[config.mk]
export PLATFORM = sky130hd
export DESIGN_NAME = rx_frame_sequencer
export DESIGN_NICKNAME = d
export VERILOG_FILES = /design/src/rtl/rx_frame_sequencer_pkg.sv /design/src/rtl/rx_start_detect.sv /design/src/rtl/rx_frame_sequencer.sv
export SDC_FILE = /design/constraint.sdc
export NUM_CORES = 1
export LEC_CHECK = 0
export BUFFER_PORTS_ARGS = -buffer_cell sky130_fd_sc_hd__buf_4
export CORE_MARGIN = 1.5
export CORE_UTILIZATION = 45
export CTS_BUF_LIST = sky130_fd_sc_hd__clkbuf_2 sky130_fd_sc_hd__clkbuf_4 sky130_fd_sc_hd__clkbuf_8
export DETAILED_ROUTE_END_ITERATION = 10
export HOLD_SLACK_MARGIN = 0.12
export PLACE_DENSITY = 0.76
export SYNTH_ARGS = -nofsm -noshare
export SYNTH_HDL_FRONTEND = slang
export SYNTH_SLANG_ARGS = --single-unit
[constraint.sdc]
create_clock -name clk -period 3.1 [get_ports clk]
set_input_delay 0.155 -clock clk [delete_from_list [all_inputs] [get_ports clk]]
set_output_delay 0.155 -clock clk [all_outputs]
set_load 0.05 [all_outputs]
[src/rtl/rx_frame_sequencer_pkg.sv]
// Shared definitions for the UART receive path: frame states, sampling points
// and the frame-error flag polarity used by the sequencer and the byte analyser.
package rx_frame_sequencer_pkg;

  typedef enum logic [4:0] {
    ST_IDLE      = 5'b00001,
    ST_STARTBIT  = 5'b00010,
    ST_DATABITS  = 5'b00100,
    ST_PARITYBIT = 5'b01000,
    ST_STOPBIT   = 5'b10000
  } rx_state_e;

  localparam int NUM_DATA_BITS = 8;
  // Mid-bit sample point on the 16x oversample counter.
  localparam int ACQ_POINT     = 7;
  // Early exit in the last stop bit; the byte analyser writes its FIFO at 10.
  localparam int STOP_EXIT     = 11;

  localparam logic RIGHT = 1'b0;
  localparam logic WRONG = 1'b1;

  function automatic logic is_legal_state(input rx_state_e s);
    case (s)
      ST_IDLE, ST_STARTBIT, ST_DATABITS, ST_PARITYBIT, ST_STOPBIT: return 1'b1;
      default: return 1'b0;
    endcase
  endfunction

endpackage

[src/rtl/rx_start_detect.sv]
// Start-bit qualification: accepts a low line seen on a tick while idle and
// rejects the start bit if the line is back high at the mid-bit sample.
module rx_start_detect
  import rx_frame_sequencer_pkg::*;
#(
  parameter int ACQSITION_POINT = ACQ_POINT
) (
  input  rx_state_e   state,
  input  logic [3:0]  bit_cnt,
  input  logic        baud_tick,
  input  logic        rx,
  output logic        start_ok,
  output logic        false_start
);

  // Level qualified rather than edge qualified so a held-low line (break)
  // restarts a frame on the first idle tick after the previous one ends.
  assign start_ok    = (state == ST_IDLE) && baud_tick && !rx;

  assign false_start = (state == ST_STARTBIT) && baud_tick && rx &&
                       (bit_cnt == 4'(ACQSITION_POINT));

endmodule

[src/rtl/rx_frame_sequencer.sv]
// Receive frame controller: walks start/data/parity/stop phases on the 16x
// oversample tick and issues the per-bit sample strobe and error flags.
module rx_frame_sequencer
  import rx_frame_sequencer_pkg::*;
#(
  parameter int DATA_BITS       = NUM_DATA_BITS,
  parameter int ACQSITION_POINT = ACQ_POINT,
  parameter int STOP_EXIT_POINT = STOP_EXIT
) (
  input  logic       clk,
  input  logic       rst,
  input  logic       rx_i,
  input  logic       baud_tick_i,
  input  logic       p_ParityEnable_i,
  input  logic       p_TwoStop_i,
  output logic [4:0] State_o,
  output logic [3:0] BitWidthCnt_o,
  output logic [2:0] BitIndex_o,
  output logic       Bit_Synch_o,
  output logic       p_FalseStart_o,
  output logic       p_FrameError_o
);

  rx_state_e  state_q;
  logic [3:0] cnt_q;
  logic [2:0] idx_q;
  logic       synch_q;
  logic       false_start_q;
  logic       frame_err_q;
  logic       par_en_q;
  logic       two_stop_q;
  logic       second_stop_q;

  logic start_ok;
  logic false_start;
  logic at_acq;
  logic at_exit;
  logic bit_end;
  logic last_bit;
  logic last_stop;

  rx_start_detect #(
    .ACQSITION_POINT (ACQSITION_POINT)
  ) u_start_detect (
    .state       (state_q),
    .bit_cnt     (cnt_q),
    .baud_tick   (baud_tick_i),
    .rx          (rx_i),
    .start_ok    (start_ok),
    .false_start (false_start)
  );

  assign at_acq    = (cnt_q == 4'(ACQSITION_POINT));
  assign at_exit   = (cnt_q == 4'(STOP_EXIT_POINT));
  assign bit_end   = (cnt_q == 4'd15);
  assign last_bit  = (idx_q == 3'(DATA_BITS - 1));
  assign last_stop = !two_stop_q || second_stop_q;

  // NOTE: every register here uses non-blocking assignment, so all branches
  // below decide on the pre-edge values of state_q, cnt_q and idx_q.
  always_ff @(posedge clk or negedge rst) begin
    if (!rst) begin
      state_q       <= ST_IDLE;
      cnt_q         <= '0;
      idx_q         <= '0;
      synch_q       <= 1'b0;
      false_start_q <= 1'b0;
      frame_err_q   <= RIGHT;
      par_en_q      <= 1'b0;
      two_stop_q    <= 1'b0;
      second_stop_q <= 1'b0;
    end else begin
      // NOTE: pulses default low each clock and are set only on the
      // qualifying tick edge, which makes them exactly one clk wide.
      synch_q       <= 1'b0;
      false_start_q <= 1'b0;

      if (!is_legal_state(state_q)) begin
        state_q       <= ST_IDLE;
        cnt_q         <= '0;
        idx_q         <= '0;
        second_stop_q <= 1'b0;
      end else if (baud_tick_i) begin
        case (state_q)
          ST_IDLE: begin
            cnt_q <= '0;
            idx_q <= '0;
            if (start_ok) begin
              state_q       <= ST_STARTBIT;
              par_en_q      <= p_ParityEnable_i;
              two_stop_q    <= p_TwoStop_i;
              second_stop_q <= 1'b0;
              frame_err_q   <= RIGHT;
            end
          end

          ST_STARTBIT: begin
            if (false_start) begin
              state_q       <= ST_IDLE;
              cnt_q         <= '0;
              false_start_q <= 1'b1;
            end else begin
              cnt_q <= cnt_q + 4'd1;
              if (bit_end) begin
                state_q <= ST_DATABITS;
                idx_q   <= '0;
              end
            end
          end

          ST_DATABITS: begin
            cnt_q   <= cnt_q + 4'd1;
            synch_q <= at_acq;
            if (bit_end) begin
              if (last_bit) begin
                state_q <= par_en_q ? ST_PARITYBIT : ST_STOPBIT;
                idx_q   <= '0;
              end else begin
                idx_q <= idx_q + 3'd1;
              end
            end
          end

          ST_PARITYBIT: begin
            cnt_q   <= cnt_q + 4'd1;
            synch_q <= at_acq;
            if (bit_end) state_q <= ST_STOPBIT;
          end

          ST_STOPBIT: begin
            synch_q <= at_acq;
            if (at_acq && !rx_i) frame_err_q <= WRONG;
            // The first of two stop bits runs to the wrap; the last one leaves
            // early so the next start edge is caught without slipping a tick.
            if (at_exit && last_stop) begin
              state_q       <= ST_IDLE;
              cnt_q         <= '0;
              second_stop_q <= 1'b0;
            end else begin
              cnt_q <= cnt_q + 4'd1;
              if (bit_end) second_stop_q <= 1'b1;
            end
          end

          default: begin
            state_q       <= ST_IDLE;
            cnt_q         <= '0;
            idx_q         <= '0;
            second_stop_q <= 1'b0;
          end
        endcase
      end
    end
  end

  assign State_o        = state_q;
  assign BitWidthCnt_o  = cnt_q;
  assign BitIndex_o     = idx_q;
  assign Bit_Synch_o    = synch_q;
  assign p_FalseStart_o = false_start_q;
  assign p_FrameError_o = frame_err_q;

endmodule
==> qor.yml, run 1 <==
status: "finished clean"
relSlewSlack: 0.708
tns_ns: 0
die_w_um: 52.4
cp_max_fo: 5
hp-class: "in -> reg"
synth_edf_count: 0
antenna_cells: 0
area_delta_synth_final_pct: 19.9
core_mm2: 0.00225
h-tree-depth: 1
antenna_found_initial: 0
detail_route.first_pass.iterations: 4
finalClockSkew_ns: 0.00215
grt_remaining_overflow: 0
cp-start-kind: "flip-flop"
grt_use_met3: 0.0314
cts_root_buf: "clkbuf_4"
synth.avg_cell_area_um2: 9.90
slew_violations: 0
syn_inst: 111
fin_hold_ws_ns: 0.176
num_vias: 899
drt-initial-drc-count: 21
grt_max_degree: 19
end_kind: "flip-flop"
setup_viol: 0
num_rows: 17
tightest_slew_ns: 0.438
nNetsFinal: 144
fmax_ghz: 0.485
period_share: 0.666
grt_first_pass_wirelength_mm: 3.71
syn_area_mm2: 0.00110
critical_path_class: "reg -> reg"
grt_pass1_vias: 829
slowest_delay_ns: 0.42
synth_top_cell_by_area: "dfrtp_1"
grt_most_used_layer: "met2"
met1_usage: 0.241
wire_per_inst_um: 13.6
use_met2: 0.283
synth_top_area_share: 0.387
clk_path_buf_depth: 2
power_density_mw_per_mm2: 882
numCtsBuffers: 3
hold_violations: 0
wl_mm: 2.20
vias_per_cell: 5.55
drive_gt1_frac: 0.291
drtAntennaViolNets: 0
clk_latency_ns: 0.29
layout_commonest_cell: "buf_4"
grt_usage: 0.184
drc: 0
io_buffers: 20
vdd_drop_max_v: 0.000582
cts_tree: "yes"
clkTransAtPathRegs_ns: 0.10
die_area_mm2: 0.00275
ios: 21
max_cap_viol_count: 0
dp_hpwl_mm: 1.65
crit_required_ns: 3.29
start_util: 0.487
yosysSeqAreaShare: 0.411
rsz0062_at_grt: "false"
chipHeight_um: 52.4
leakage_uw: 0.000637
cp.arrival_ns: 2.25
crit_chain: "ha_1, nand4b_2, o2111ai_2, a21oi_2, nor4_4, mux2_4"
crit_slowest_cell: "dfrtp_1"
yosys_warnings: 0
layout_common_cells: "buf_4, dfrtp_1, nand2_1"
synthesis.nets: 120
gp_congestion: 0.860
synthArstFlopShare: 1.00
synth_area_leaders: "dfrtp_1, nand2_1, mux2i_1, ha_1, a21oi_1"
finalCriticalPeriod_ns: 2.06
synth-seq-cells: 18
clock_sinks: 18
synth_cell_types: 41
synth_ff_type: "dfrtp_1"
==> sequential cells by signal, summed over array words and instances (netlist names) <==
signal and cells:
BitIndex_o 3, BitWidthCnt_o 4, Bit_Synch_o 1, State_o 5, p_FalseStart_o 1, p_FrameError_o 1
par_en_q 1, second_stop_q 1, two_stop_q 1
==> per-stage QoR <==
step	area (um^2)	power (uW)	utilization	std cells	setup WS, ns
after floorplan	1100	901	-	111	0.871
after global placement	1250	1000	0.555	155	1.15
after detailed placement	1250	1020	0.555	155	1.07
after CTS	1320	1170	0.584	162	1.04
after global routing	1320	1240	0.584	162	0.899
final	1320	1160	0.584	162	1.04
==> cell usage after synthesis, types with 2 or more instances <==
cell / number
and3_1: 2
nor2_1: 5
xor2_1: 4
inv_1: 6
nand3_1: 6
a21oi_1: 7
mux2i_1: 4
dfrtp_1: 17
nor3_1: 5
o22ai_1: 2
mux2_2: 2
nor2b_1: 2
o21ai_0: 4
ha_1: 3
nand2b_1: 2
buf_6: 2
nand2_1: 11
o21ai_1: 3
buf_2: 2
==> repair_timing <==
| action | 4_1_cts | 5_1_grt |
|---|---|---|
| setup buffers | 0 | 0 |
| hold endpoints to repair | 20 | 0 |
| hold buffers | 3 | 0 |
| gates resized for setup | 0 | 0 |
==> critical path: cells and delay by family (launching register included) <==
family	cells	cell delay (ns)
compound gates	2	0.38
flops	1	0.42
simple gates	2	0.56
fa+ha+maj	1	0.25
mux	1	0.33
==> cell families after synthesis <==
group | synth area share
simple gates | 0.219
buf+inv | 0.0569
flops | 0.411
fa+ha+maj | 0.0342
mux | 0.0809
xor+xnor | 0.0319
compound gates | 0.166
==> power breakdown <==
part,switching (uW),internal [uW],total [uW]
clock,72.5,71.6,144
combinational,402,251,653
sequential,79.1,286,365
==> final timing paths <==
check                                      start             end  slack [ns]  depth (start not counted)
worst max-delay path            BitWidthCnt_o[0]      State_o[4]        1.04                          6
worst min-delay path                        rx_i  p_FalseStart_o        0.18                          3
worst max register to register  BitWidthCnt_o[0]      State_o[4]        1.04                          6
worst min register to register        two_stop_q      two_stop_q        0.53                          1
max in group asynchronous                    rst      State_o[0]        2.59                          2
min in group asynchronous                    rst     Bit_Synch_o        0.25                          2
==> final cells by class <==
type / instances / area, um^2
Multi-Input combinational cell: 81 / 584
Inverter: 8 / 30.0
Tap cell: 28 / 35.0
Sequential cell: 18 / 452
Clock buffer: 4 / 36.3
Timing Repair Buffer: 23 / 180
Fill cell: 207 / 937
==> layer usage <==
| metal | wire length, um | vias to the layer above |
|---|---|---|
| met1 | 1030 | 428 |
| met3 | 91 | 6 |
| met5 | 0 | - |
| met2 | 1020 | 23 |
| li1 | - | 442 |
| met4 | 52 | 0 |
No activity file was read; power rests on OpenSTA's default activity.
==> run 2: changes to the inputs <==
- PLACE_DENSITY: 0.76 -> 0.79
- clock period: 3.1 -> 1.72 ns (I/O delays scaled with it)
==> qor.yml, run 2 (synthesis gave the netlist of run 1 again) <==
status: "finished with violations"
violations: "negative setup slack"
hp-class: "in -> async"
layout_common_cells: "buf_4, nand2_1, dfrtp_1"
placed_area_mm2: 0.00148  # +18%
route.met2.wl_mm: 1.41  # +38%
placedCellCount: 179  # +15%
timing.rr.end: "BitWidthCnt_o[2]"
drive_gt1_frac: 0.543  # +0.252
die_w_um: 52.4  # unchanged
vdd_drop_max_v: 0.00100  # +72%
antenna_found_initial: 0  # unchanged
route.top_layer_used: "met4"
clk_latency_ns: 0.30  # about the same
wl_mm: 2.91  # +32%
core_mm2: 0.00225  # unchanged
die_area_mm2: 0.00275  # unchanged
final_cell_count_no_fill: 190  # +17%
io_buffers: 20  # unchanged
dr_wl_met3_um: 129  # +42%
finish.utilization: 0.733  # +0.148
cp.arrival_ns: 2.07  # -0.18 ns
leakage_uw: 0.000782  # +23%
relSlewSlack: 0.780  # +0.0717
finalWorstSetupSlack_ns: -0.102  # -1.14 ns
chipHeight_um: 52.4  # unchanged
clk_path_buf_depth: 2  # unchanged
layout_commonest_cell: "buf_4"
drc: 0  # unchanged
num_vias: 1038  # +15%
finalCriticalPeriod_ns: 1.82  # -0.242 ns
wire_per_inst_um: 15.3  # +13%
rr_worst_depth: 6  # unchanged
ios: 21  # unchanged
numCtsBuffers: 3  # unchanged
detail_route.first_pass.iterations: 4  # unchanged
num_rows: 17  # unchanged
fmax_ghz: 0.549  # +13%
drt-met1-wl_mm: 1.32  # +28%
cp_max_fo: 6  # +1
clock_sinks: 18  # unchanged
hold_violations: 0  # unchanged
grt_pass1_vias: 954  # +15%
cts_tree: "yes"
slew_violations: 0  # unchanged
r2r-start: "State_o[0]"
grt_max_degree: 19  # unchanged
drtAntennaViolNets: 0  # unchanged
area_delta_synth_final_pct: 50.3
tns_ns: -0.549  # -0.549 ns
grt_remaining_overflow: 0  # unchanged
antenna_cells: 0  # unchanged
crit_required_ns: 1.97  # -1.32 ns
start_util: 0.487  # unchanged
drt-initial-drc-count: 24  # +14%
largest_reg_flops: 5  # unchanged
vias_per_cell: 5.46  # -1.6%
fin_area_mm2: 0.00165  # +25%
nNetsFinal: 172  # +19%
period_share: 1.06  # +0.394
grt_usage: 0.217  # +0.0332
rsz0062_at_grt: "true"
gp_congestion: 0.897  # +4.3%
end_kind: "flip-flop"
power_density_mw_per_mm2: 1680  # +90%
cp-start-kind: "flip-flop"
critical_path_class: "reg -> reg"
h-tree-depth: 1  # unchanged
finalClockSkew_ns: 0.00191  # -0.000241 ns
setup_viol: 9  # +9
r2r_slack_ns: -0.10  # -1.14 ns
cts_root_buf: "clkbuf_4"
clkTransAtPathRegs_ns: 0.11  # about the same
dp_hpwl_mm: 2.00  # +21%
max_cap_viol_count: 0  # unchanged
grt_first_pass_wirelength_mm: 4.31  # +16%
tightest_slew_ns: 0.329  # -0.109 ns
## run 2: layout make-up
class                           count  area (um^2)
Timing Repair Buffer               51          400
Clock buffer                        4         36.3
Multi-Input combinational cell     81          686
Tap cell                           28         35.0
Fill cell                         172          603
Sequential cell                    18          464
Inverter                            8         30.0
## run 2: repair_timing
item,CTS,global route
setup buffers,2,1
endpoints found under the hold margin,21,0
hold buffers,4,0
gates resized for setup,1,14
endpoints found under the setup margin,9,13
pin swaps,4,7
## run 2: worst max-delay path by stage
| stage | startpoint | endpoint | slack [ns] | cells past startpoint |
|---|---|---|---|---|
| finish | State_o[0] | BitWidthCnt_o[2] | -0.10 | 6 |
| global route | State_o[0] | State_o[3] | -0.20 | 6 |
| CTS | State_o[0] | State_o[2] | -0.10 | 6 |
| detailed placement | State_o[0] | State_o[2] | -0.09 | 6 |
| global placement | State_o[0] | State_o[4] | -0.06 | 5 |
| floorplan | BitWidthCnt_o[0] | State_o[4] | -0.25 | 6 |
## run 2: metrics by stage
| stage | power (uW) | worst slack (ns) | hold WS (ns) |
|---|---|---|---|
| floorplan | 1690 | -0.251 | -0.210 |
| global placement | 2250 | -0.0573 | -0.0326 |
| detailed placement | 2280 | -0.0872 | -0.0321 |
| CTS | 2600 | -0.103 | 0.150 |
| global route | 2920 | -0.199 | 0.188 |
| finish | 2770 | -0.102 | 0.172 |
## run 2: power by group
part	leakage [uW]	internal (uW)	switching, uW	total [uW]
clock	0.0000210	129	143	272
combinational	0.000530	867	948	1810
sequential	0.000231	532	153	685
## run 2: critical path, stage by stage, from the launching register on
cell	delay (ns)
dfstp_4	0.52
buf_4	0.16
nor2_4	0.14
o2111ai_4	0.18
and2_4	0.21
or4b_1	0.50
nand2_1	0.07
## run 2: metal layers
metal | up-vias | global-route usage
met1 | 495 | 0.284
li1 | 499 | -
met5 | - | 0
met2 | 38 | 0.367
met4 | 0 | 0.0769
met3 | 6 | 0.0286
